`config.mk`:
```
export PLATFORM = sky130hd
export DESIGN_NAME = uart_axi_bridge_flat
export DESIGN_NICKNAME = d
export VERILOG_FILES = /design/src/rtl/uart_axi_bridge_if.sv /design/src/rtl/uart_axi_bridge.sv /design/src/flat_wrapper.sv
export SDC_FILE = /design/constraint.sdc
export NUM_CORES = 1
export LEC_CHECK = 0
export BUFFER_PORTS_ARGS = -buffer_cell sky130_fd_sc_hd__buf_2
export CAP_MARGIN = 5
export CORE_MARGIN = 4
export CORE_UTILIZATION = 41
export DETAILED_ROUTE_END_ITERATION = 10
export GPL_TIMING_DRIVEN = 0
export PLACE_DENSITY = 0.68
export SLEW_MARGIN = 25
export SYNTH_ARGS = -nofsm -noshare
export SYNTH_HDL_FRONTEND = slang
export SYNTH_SLANG_ARGS = --single-unit
```
`constraint.sdc`:
```
create_clock -name clk -period 2.4 [get_ports clk]
set_clock_uncertainty 0.1 [all_clocks]
set_input_delay 0.72 -clock clk [delete_from_list [all_inputs] [get_ports clk]]
set_output_delay 0.72 -clock clk [all_outputs]
set_load 0.01 [all_outputs]
```
`src/rtl/uart_axi_bridge_if.sv`:
```
// AXI4 single-beat initiator/target signal bundle used by the UART debug bridge.
// The ID width is set by the idlen parameter.
interface axi4 #(
  parameter int unsigned idlen = 4
);
  logic [idlen-1:0] aw_id;
  logic [31:0]      aw_addr;
  logic [7:0]       aw_len;
  logic [2:0]       aw_size;
  logic [1:0]       aw_burst;
  logic             aw_valid;
  logic             aw_ready;

  logic [31:0]      w_data;
  logic [3:0]       w_strb;
  logic             w_last;
  logic             w_valid;
  logic             w_ready;

  logic [idlen-1:0] b_id;
  logic [1:0]       b_resp;
  logic             b_valid;
  logic             b_ready;

  logic [idlen-1:0] ar_id;
  logic [31:0]      ar_addr;
  logic [7:0]       ar_len;
  logic [2:0]       ar_size;
  logic [1:0]       ar_burst;
  logic             ar_valid;
  logic             ar_ready;

  logic [idlen-1:0] r_id;
  logic [31:0]      r_data;
  logic [1:0]       r_resp;
  logic             r_last;
  logic             r_valid;
  logic             r_ready;

  modport master (
    output aw_id, aw_addr, aw_len, aw_size, aw_burst, aw_valid, input aw_ready,
    output w_data, w_strb, w_last, w_valid, input w_ready,
    input  b_id, b_resp, b_valid, output b_ready,
    output ar_id, ar_addr, ar_len, ar_size, ar_burst, ar_valid, input ar_ready,
    input  r_id, r_data, r_resp, r_last, r_valid, output r_ready
  );

  modport slave (
    input  aw_id, aw_addr, aw_len, aw_size, aw_burst, aw_valid, output aw_ready,
    input  w_data, w_strb, w_last, w_valid, output w_ready,
    output b_id, b_resp, b_valid, input b_ready,
    input  ar_id, ar_addr, ar_len, ar_size, ar_burst, ar_valid, output ar_ready,
    output r_id, r_data, r_resp, r_last, r_valid, input r_ready
  );
endinterface

```
`src/rtl/uart_axi_bridge.sv`:
```
// UART byte-stream to AXI4 bridge: decodes read/write command frames, issues
// one single-beat 32-bit AXI4 transaction and returns status/data bytes.
module uart_axi_bridge #(
  parameter int unsigned ID      = 0,
  parameter int unsigned TIMEOUT = 100000
) (
  input  logic       clk,
  input  logic       rst_n,
  axi4.master        bus,
  input  logic [7:0] rx_d_i,
  input  logic       rx_d_valid_i,
  output logic       rx_d_ready_o,
  output logic [7:0] tx_d_o,
  output logic       tx_d_valid_o,
  input  logic       tx_d_ready_i,
  output logic       busy_o
);

  typedef enum logic [3:0] {
    IDLE, ADDR, DATA, AXI_W, AXI_B, AXI_AR, AXI_R, TX_STATUS, TX_DATA
  } state_t;

  localparam logic [31:0] ID_VEC = ID;

  state_t      state, state_n;
  logic        is_read;
  logic [31:0] addr;
  logic [31:0] data;
  logic [1:0]  byte_cnt;
  logic [7:0]  status;
  logic        aw_done, w_done;
  logic [31:0] tcnt;

  logic rx_fire, tx_fire, aw_fire, w_fire, timeout;
  logic unused_inputs;

  assign rx_d_ready_o = rst_n && (state == IDLE || state == ADDR || state == DATA);
  assign rx_fire      = rx_d_valid_i && rx_d_ready_o;
  assign tx_d_valid_o = (state == TX_STATUS) || (state == TX_DATA);
  assign tx_fire      = tx_d_valid_o && tx_d_ready_i;
  assign busy_o       = (state != IDLE);

  always_comb begin
    tx_d_o = status;
    if (state == TX_DATA) begin
      case (byte_cnt)
        2'd0:    tx_d_o = data[31:24];
        2'd1:    tx_d_o = data[23:16];
        2'd2:    tx_d_o = data[15:8];
        default: tx_d_o = data[7:0];
      endcase
    end
  end

  // Each channel's valid is derived from its own done flag, so AW and W
  // retire independently in any order.
  assign bus.aw_valid = (state == AXI_W) && !aw_done;
  assign bus.w_valid  = (state == AXI_W) && !w_done;
  assign aw_fire      = bus.aw_valid && bus.aw_ready;
  assign w_fire       = bus.w_valid && bus.w_ready;
  assign bus.b_ready  = (state == AXI_B);
  assign bus.ar_valid = (state == AXI_AR);
  assign bus.r_ready  = (state == AXI_R);

  assign bus.aw_id    = ID_VEC[$bits(bus.aw_id)-1:0];
  assign bus.aw_addr  = addr;
  assign bus.aw_len   = '0;
  assign bus.aw_size  = 3'b010;
  assign bus.aw_burst = 2'b01;
  assign bus.w_data   = data;
  assign bus.w_strb   = '1;
  assign bus.w_last   = 1'b1;
  assign bus.ar_id    = ID_VEC[$bits(bus.ar_id)-1:0];
  assign bus.ar_addr  = addr;
  assign bus.ar_len   = '0;
  assign bus.ar_size  = 3'b010;
  assign bus.ar_burst = 2'b01;

  assign unused_inputs = ^{bus.b_id, bus.r_id, bus.r_last};

  assign timeout = (TIMEOUT != 0) && !rx_fire && (tcnt == TIMEOUT - 1);

  always_comb begin
    state_n = state;
    case (state)
      IDLE: begin
        if (rx_fire)
          state_n = (rx_d_i == 8'h57 || rx_d_i == 8'h52) ? ADDR : TX_STATUS;
      end
      ADDR: begin
        if (rx_fire && byte_cnt == 2'd3) state_n = is_read ? AXI_AR : DATA;
        else if (timeout)                state_n = IDLE;
      end
      DATA: begin
        if (rx_fire && byte_cnt == 2'd3) state_n = AXI_W;
        else if (timeout)                state_n = IDLE;
      end
      AXI_W: begin
        if ((aw_done || aw_fire) && (w_done || w_fire)) state_n = AXI_B;
      end
      AXI_B:     if (bus.b_valid)  state_n = TX_STATUS;
      AXI_AR:    if (bus.ar_ready) state_n = AXI_R;
      AXI_R:     if (bus.r_valid)  state_n = TX_STATUS;
      TX_STATUS: if (tx_fire)      state_n = is_read ? TX_DATA : IDLE;
      TX_DATA:   if (tx_fire && byte_cnt == 2'd3) state_n = IDLE;
      default:   state_n = IDLE;
    endcase
  end

  always_ff @(posedge clk) begin
    if (!rst_n) begin
      state    <= IDLE;
      is_read  <= 1'b0;
      addr     <= '0;
      data     <= '0;
      byte_cnt <= '0;
      status   <= '0;
      aw_done  <= 1'b0;
      w_done   <= 1'b0;
      tcnt     <= '0;
    end else begin
      state <= state_n;
      if ((state == ADDR || state == DATA) && !rx_fire) tcnt <= tcnt + 32'd1;
      else                                              tcnt <= '0;
      case (state)
        IDLE: begin
          if (rx_fire) begin
            is_read  <= (rx_d_i == 8'h52);
            status   <= 8'hEE;
            byte_cnt <= '0;
            aw_done  <= 1'b0;
            w_done   <= 1'b0;
          end
        end
        ADDR: begin
          if (rx_fire) begin
            addr     <= {addr[23:0], rx_d_i};
            byte_cnt <= byte_cnt + 2'd1;
          end
        end
        DATA: begin
          if (rx_fire) begin
            data     <= {data[23:0], rx_d_i};
            byte_cnt <= byte_cnt + 2'd1;
          end
        end
        AXI_W: begin
          if (aw_fire) aw_done <= 1'b1;
          if (w_fire)  w_done  <= 1'b1;
        end
        AXI_B: if (bus.b_valid) status <= {6'b0, bus.b_resp};
        AXI_R: begin
          if (bus.r_valid) begin
            status <= {6'b0, bus.r_resp};
            data   <= bus.r_data;
          end
        end
        TX_DATA: if (tx_fire) byte_cnt <= byte_cnt + 2'd1;
        default: ;
      endcase
    end
  end

endmodule

```
`src/flat_wrapper.sv`:
```
// flat-port wrapper written by rule: the top's interface ports become plain ports
module uart_axi_bridge_flat 
#(
  parameter int unsigned ID      = 0,
  parameter int unsigned TIMEOUT = 100000
)
  (clk, rst_n, rx_d_i, rx_d_valid_i, rx_d_ready_o, tx_d_o, tx_d_valid_o, tx_d_ready_i, busy_o, bus_aw_id, bus_aw_addr, bus_aw_len, bus_aw_size, bus_aw_burst, bus_aw_valid, bus_aw_ready, bus_w_data, bus_w_strb, bus_w_last, bus_w_valid, bus_w_ready, bus_b_id, bus_b_resp, bus_b_valid, bus_b_ready, bus_ar_id, bus_ar_addr, bus_ar_len, bus_ar_size, bus_ar_burst, bus_ar_valid, bus_ar_ready, bus_r_id, bus_r_data, bus_r_resp, bus_r_last, bus_r_valid, bus_r_ready);
  axi4 #(.idlen(4)) bus_i ();
  input  logic clk;
  input  logic rst_n;
  input  logic [7:0] rx_d_i;
  input  logic rx_d_valid_i;
  output logic rx_d_ready_o;
  output logic [7:0] tx_d_o;
  output logic tx_d_valid_o;
  input  logic tx_d_ready_i;
  output logic busy_o;
  output wire logic [$bits(bus_i.aw_id)-1:0] bus_aw_id;
  output wire logic [$bits(bus_i.aw_addr)-1:0] bus_aw_addr;
  output wire logic [$bits(bus_i.aw_len)-1:0] bus_aw_len;
  output wire logic [$bits(bus_i.aw_size)-1:0] bus_aw_size;
  output wire logic [$bits(bus_i.aw_burst)-1:0] bus_aw_burst;
  output wire logic [$bits(bus_i.aw_valid)-1:0] bus_aw_valid;
  input wire logic [$bits(bus_i.aw_ready)-1:0] bus_aw_ready;
  output wire logic [$bits(bus_i.w_data)-1:0] bus_w_data;
  output wire logic [$bits(bus_i.w_strb)-1:0] bus_w_strb;
  output wire logic [$bits(bus_i.w_last)-1:0] bus_w_last;
  output wire logic [$bits(bus_i.w_valid)-1:0] bus_w_valid;
  input wire logic [$bits(bus_i.w_ready)-1:0] bus_w_ready;
  input wire logic [$bits(bus_i.b_id)-1:0] bus_b_id;
  input wire logic [$bits(bus_i.b_resp)-1:0] bus_b_resp;
  input wire logic [$bits(bus_i.b_valid)-1:0] bus_b_valid;
  output wire logic [$bits(bus_i.b_ready)-1:0] bus_b_ready;
  output wire logic [$bits(bus_i.ar_id)-1:0] bus_ar_id;
  output wire logic [$bits(bus_i.ar_addr)-1:0] bus_ar_addr;
  output wire logic [$bits(bus_i.ar_len)-1:0] bus_ar_len;
  output wire logic [$bits(bus_i.ar_size)-1:0] bus_ar_size;
  output wire logic [$bits(bus_i.ar_burst)-1:0] bus_ar_burst;
  output wire logic [$bits(bus_i.ar_valid)-1:0] bus_ar_valid;
  input wire logic [$bits(bus_i.ar_ready)-1:0] bus_ar_ready;
  input wire logic [$bits(bus_i.r_id)-1:0] bus_r_id;
  input wire logic [$bits(bus_i.r_data)-1:0] bus_r_data;
  input wire logic [$bits(bus_i.r_resp)-1:0] bus_r_resp;
  input wire logic [$bits(bus_i.r_last)-1:0] bus_r_last;
  input wire logic [$bits(bus_i.r_valid)-1:0] bus_r_valid;
  output wire logic [$bits(bus_i.r_ready)-1:0] bus_r_ready;
  assign bus_aw_id = bus_i.aw_id;
  assign bus_aw_addr = bus_i.aw_addr;
  assign bus_aw_len = bus_i.aw_len;
  assign bus_aw_size = bus_i.aw_size;
  assign bus_aw_burst = bus_i.aw_burst;
  assign bus_aw_valid = bus_i.aw_valid;
  assign bus_i.aw_ready = bus_aw_ready;
  assign bus_w_data = bus_i.w_data;
  assign bus_w_strb = bus_i.w_strb;
  assign bus_w_last = bus_i.w_last;
  assign bus_w_valid = bus_i.w_valid;
  assign bus_i.w_ready = bus_w_ready;
  assign bus_i.b_id = bus_b_id;
  assign bus_i.b_resp = bus_b_resp;
  assign bus_i.b_valid = bus_b_valid;
  assign bus_b_ready = bus_i.b_ready;
  assign bus_ar_id = bus_i.ar_id;
  assign bus_ar_addr = bus_i.ar_addr;
  assign bus_ar_len = bus_i.ar_len;
  assign bus_ar_size = bus_i.ar_size;
  assign bus_ar_burst = bus_i.ar_burst;
  assign bus_ar_valid = bus_i.ar_valid;
  assign bus_i.ar_ready = bus_ar_ready;
  assign bus_i.r_id = bus_r_id;
  assign bus_i.r_data = bus_r_data;
  assign bus_i.r_resp = bus_r_resp;
  assign bus_i.r_last = bus_r_last;
  assign bus_i.r_valid = bus_r_valid;
  assign bus_r_ready = bus_i.r_ready;
  uart_axi_bridge #(.ID(ID), .TIMEOUT(TIMEOUT)) u_core (.clk(clk), .rst_n(rst_n), .bus(bus_i), .rx_d_i(rx_d_i), .rx_d_valid_i(rx_d_valid_i), .rx_d_ready_o(rx_d_ready_o), .tx_d_o(tx_d_o), .tx_d_valid_o(tx_d_valid_o), .tx_d_ready_i(tx_d_ready_i), .busy_o(busy_o));
endmodule
```
==> impl_metrics.toml <==
[run_status]
violations = "negative setup slack"
status = "finished with violations"

[worst_setup_path]
critical_path.startpoint_type = "flip-flop"
timing.critical_path.slowest_cell_delay_ns = 0.40
timing.setup.critical_path_class = "flip-flop to output port"
timing.critical_path.required_ns = 1.58
worst_r2r_path_depth = 9
timing.reg2reg.setup_slack_ns = 0.42
cp_data_arrival_time_ns = 1.80
worstPathMaxFanout = 8
timing.critical_path.cells = "inv_4, ha_4, a222oi_1, nor2_1, a21oi_1, o21ai_2, buf_2"
rr_endpoint = "u_core.bus.w_data[15]$_SDFFE_PN0P_"
worst_setup_path_end_kind = "output port"
critical_path.slowest_cell = "sky130_fd_sc_hd__dfxtp_4"
worst_r2r_startpoint = "u_core.state[3]$_SDFFE_PN0P_"

[finish]
mostFrequentLayoutCells = "sky130_fd_sc_hd__buf_2 (174), sky130_fd_sc_hd__nand2_1 (122), sky130_fd_sc_hd__dfxtp_1 (102)"
fin_area_um2 = 7860
ant_diodes = 0
syn2layout_area_growth_pct = 30.3
layout-drive-gt1-share_pct = 37.3
final_common_cell = "sky130_fd_sc_hd__buf_2"
nets_finish = 995

[floorplanning]
placementRows = 44
die_height_um = 129
start_util_pct = 41.7
design.core.area_um2 = 14500
boundaryPins = 213
die_width_um = 129
fp.dieArea_um2 = 16700

[sta]
final.setup.tns_ns = -1.61
finalMaxSlewViolations = 0
period_share_pct = 109
timing.slew.headroom_pct = 63.0
hold_ws_ns = 0.361
worst-slew-pin-transition_ns = 0.547
setup_slack_ns = -0.221
grt_setup_unrepaired = "yes"
max_freq_ghz = 0.382
final-hold-violation-count = 0
setup_viol = 9
post-route-min-period_ns = 2.62

[hold_path]
timing.hold.worst_path_depth = 2
worstHoldStart = "u_core.status[1]$_SDFFE_PN0P_"
hold_end = "u_core.status[1]$_SDFFE_PN0P_"
hold_class = "flip-flop to flip-flop"

[power_and_ir_drop]
ir_drop_v = 0.000369
pwr_density_cell_nw_per_um2 = 698
power.switching_mw = 1.89
sequential_group_share_of_total_power_pct = 38.7
power.switching_fraction_pct = 34.3
p_leak_nw = 3.79
internal-power_mw = 3.61
clkPwrFrac_pct = 27.1
power_frac_comb_pct = 34.2

[route]
routed-via-count = 5510
routed_wire_length_um = 16700
1st_iter_drt_viols = 417
first_pass_iters = 5
drc = 0
wire_length_per_cell_um = 14.9
via_per_inst = 4.93
drtAntennaViolNets = 0

[cts]
clock_tree.buffer_depth = 2
clk_latency_ns = 0.35
postCtsHoldBufs = 0
htreeDepth = 3
cts.reportedPaths.clkPinSlew_ns = 0.07
clock_sinks = 108
ctsRootBufferMaster = "sky130_fd_sc_hd__clkbuf_16"
tritoncts = "built"
cts_made_buffers = 9

[grt]
global_route.overflow_total = 0
wire_length_of_the_first_global_routing_pass_um = 25900
grt_pass1_vias = 5094
pin_count_of_the_biggest_net_entering_global_routing = 20
antenna_found_initial = 0
grtUsageTotal_pct = 19.4

[logic_synthesis]
post_synth_instance_area_um2 = 6040
post_synth_inst_count = 707
ys_ff_latch = 108
netlist-cell-type-count = 63
synth_edf_count = 0
synth_flop_cell = "sky130_fd_sc_hd__dfxtp_1"
fraction_of_registers_with_async_set_or_reset_after_synthesis_pct = 0
seq_area_frac_synth_pct = 35.8
syn_area_per_cell_um2 = 8.54
synth.yosys.warnings = 0

[job]
max_capacitance_violation_total = 0

[placement]
detailedPlace.worstSlack_ns = -0.278
placement.cell_area_um2 = 7220
place.detailed.hpwl_um = 12500
portBuffers = 163
gp_congestion = 0.917
-- critical path, delay by kind of cell (launching register included) --
| family | cells | cell delay, ns |
|---|---|---|
| AND/OR/NAND/NOR | 1 | 0.07 |
| flip-flops | 1 | 0.40 |
| adder cells (fa/ha/maj) | 1 | 0.19 |
| buffers and inverters | 2 | 0.20 |
| AO/OA/AOI/OAI | 3 | 0.59 |
-- what timing repair did --
action                                  4_1_cts  5_1_grt
pin swaps                                    11        9
buffers inserted                              8        7
resized for setup                            70       14
endpoints found under the setup margin       16       16
cloned                                        1        0
-- layer usage --
metal	share of wire (%)	GRT usage, %	vias to the layer above
met5	0	0	-
met4	1.9	6.61	0
met3	7.8	3.75	22
met2	46	31.6	218
met1	44	25.9	2491
li1	-	-	2779
-- cell type report --
cell class	instances	area [um^2]
fill	1388	6620
multi-input combinational	506	3310
sequential	108	2180
timing repair buffer	178	952
buffer	111	846
tap	184	230
clock buffer	9	225
clock inverter	7	66.3
inverter	14	57.6
-- cell families after synthesis --
group | synth area share, %
AO/OA/AOI/OAI | 16.0
XOR/XNOR | 4.06
adder cells (fa/ha/maj) | 1.04
buffers and inverters | 14.1
flip-flops | 35.8
multiplexers | 6.49
other | 0.124
AND/OR/NAND/NOR | 22.5
-- registers in the layout, indices dropped and copies added (netlist names) --
name and flops:
u_core.aw_done 1, u_core.bus.ar_addr 32, u_core.bus.w_data 32, u_core.byte_cnt 2, u_core.is_read 1, u_core.state 4, u_core.status 3, u_core.tcnt 32
u_core.w_done 1
-- through the flow --
stage          std cells  util, %  power (mW)
3_3_place_gp        1091     49.9        3.78
5_1_grt             1117     54.3        5.79
4_1_cts             1112     53.8        5.44
6_report            1117     54.3        5.49
2_1_floorplan        744        -        3.26
3_5_place_dp        1091     49.9        3.78
-- synthesized netlist by cell type, drive strengths merged (2+ instances only) --
cell type	number	area share, %
nor4	13	1.8
nor3	11	1.0
dfxtp	108	36
o31ai	3	0.37
nor4bb	2	0.33
mux2i	38	6.3
o21ai	12	0.99
a21oi	18	1.7
nand2	127	7.9
ha	5	1.0
nand3	16	1.3
xor2	10	1.5
o21bai	2	0.25
xnor2	18	2.6
nor4b	3	0.44
nand4b	2	0.39
o211a	32	5.3
nand2b	5	0.52
and2	3	0.31
clkbuf	14	0.87
nor2	56	3.6
and4	9	1.3
and3	4	0.41
buf	102	12
o2111ai	2	0.29
inv	14	0.87
nor2b	6	0.62
conb	2	0.12
a222oi	8	1.3
o211ai	2	0.33
nand4	8	1.3
a21boi	34	4.2
or3	2	0.21
nand4bb	2	0.37
-- how the worst max path moves through the flow --
stage / start / slack (ns) / endpoint
6_report: u_core.byte_cnt[0]$_SDFFE_PN0P_ / -0.22 / tx_d_o[5]
5_1_grt: u_core.byte_cnt[0]$_SDFFE_PN0P_ / -0.33 / tx_d_o[7]
4_1_cts: u_core.byte_cnt[0]$_SDFFE_PN0P_ / -0.20 / tx_d_o[7]
3_5_place_dp: u_core.byte_cnt[0]$_SDFFE_PN0P_ / -0.28 / tx_d_o[2]
3_3_place_gp: u_core.byte_cnt[0]$_SDFFE_PN0P_ / -0.35 / tx_d_o[7]
2_1_floorplan: u_core.byte_cnt[0]$_SDFFE_PN0P_ / 0.11 / tx_d_o[0]
-- power groups by stage --
stage | Sequential (mW) | Combinational, mW | Clock [mW]
floorplan | 2.14 | 1.12 | 0
global placement | 2.15 | 1.63 | 0
CTS | 2.12 | 1.79 | 1.53
finish | 2.13 | 1.88 | 1.49
detailed placement | 2.15 | 1.63 | 0
global route | 2.15 | 2.05 | 1.60
Power figures use the tool's default switching activity.
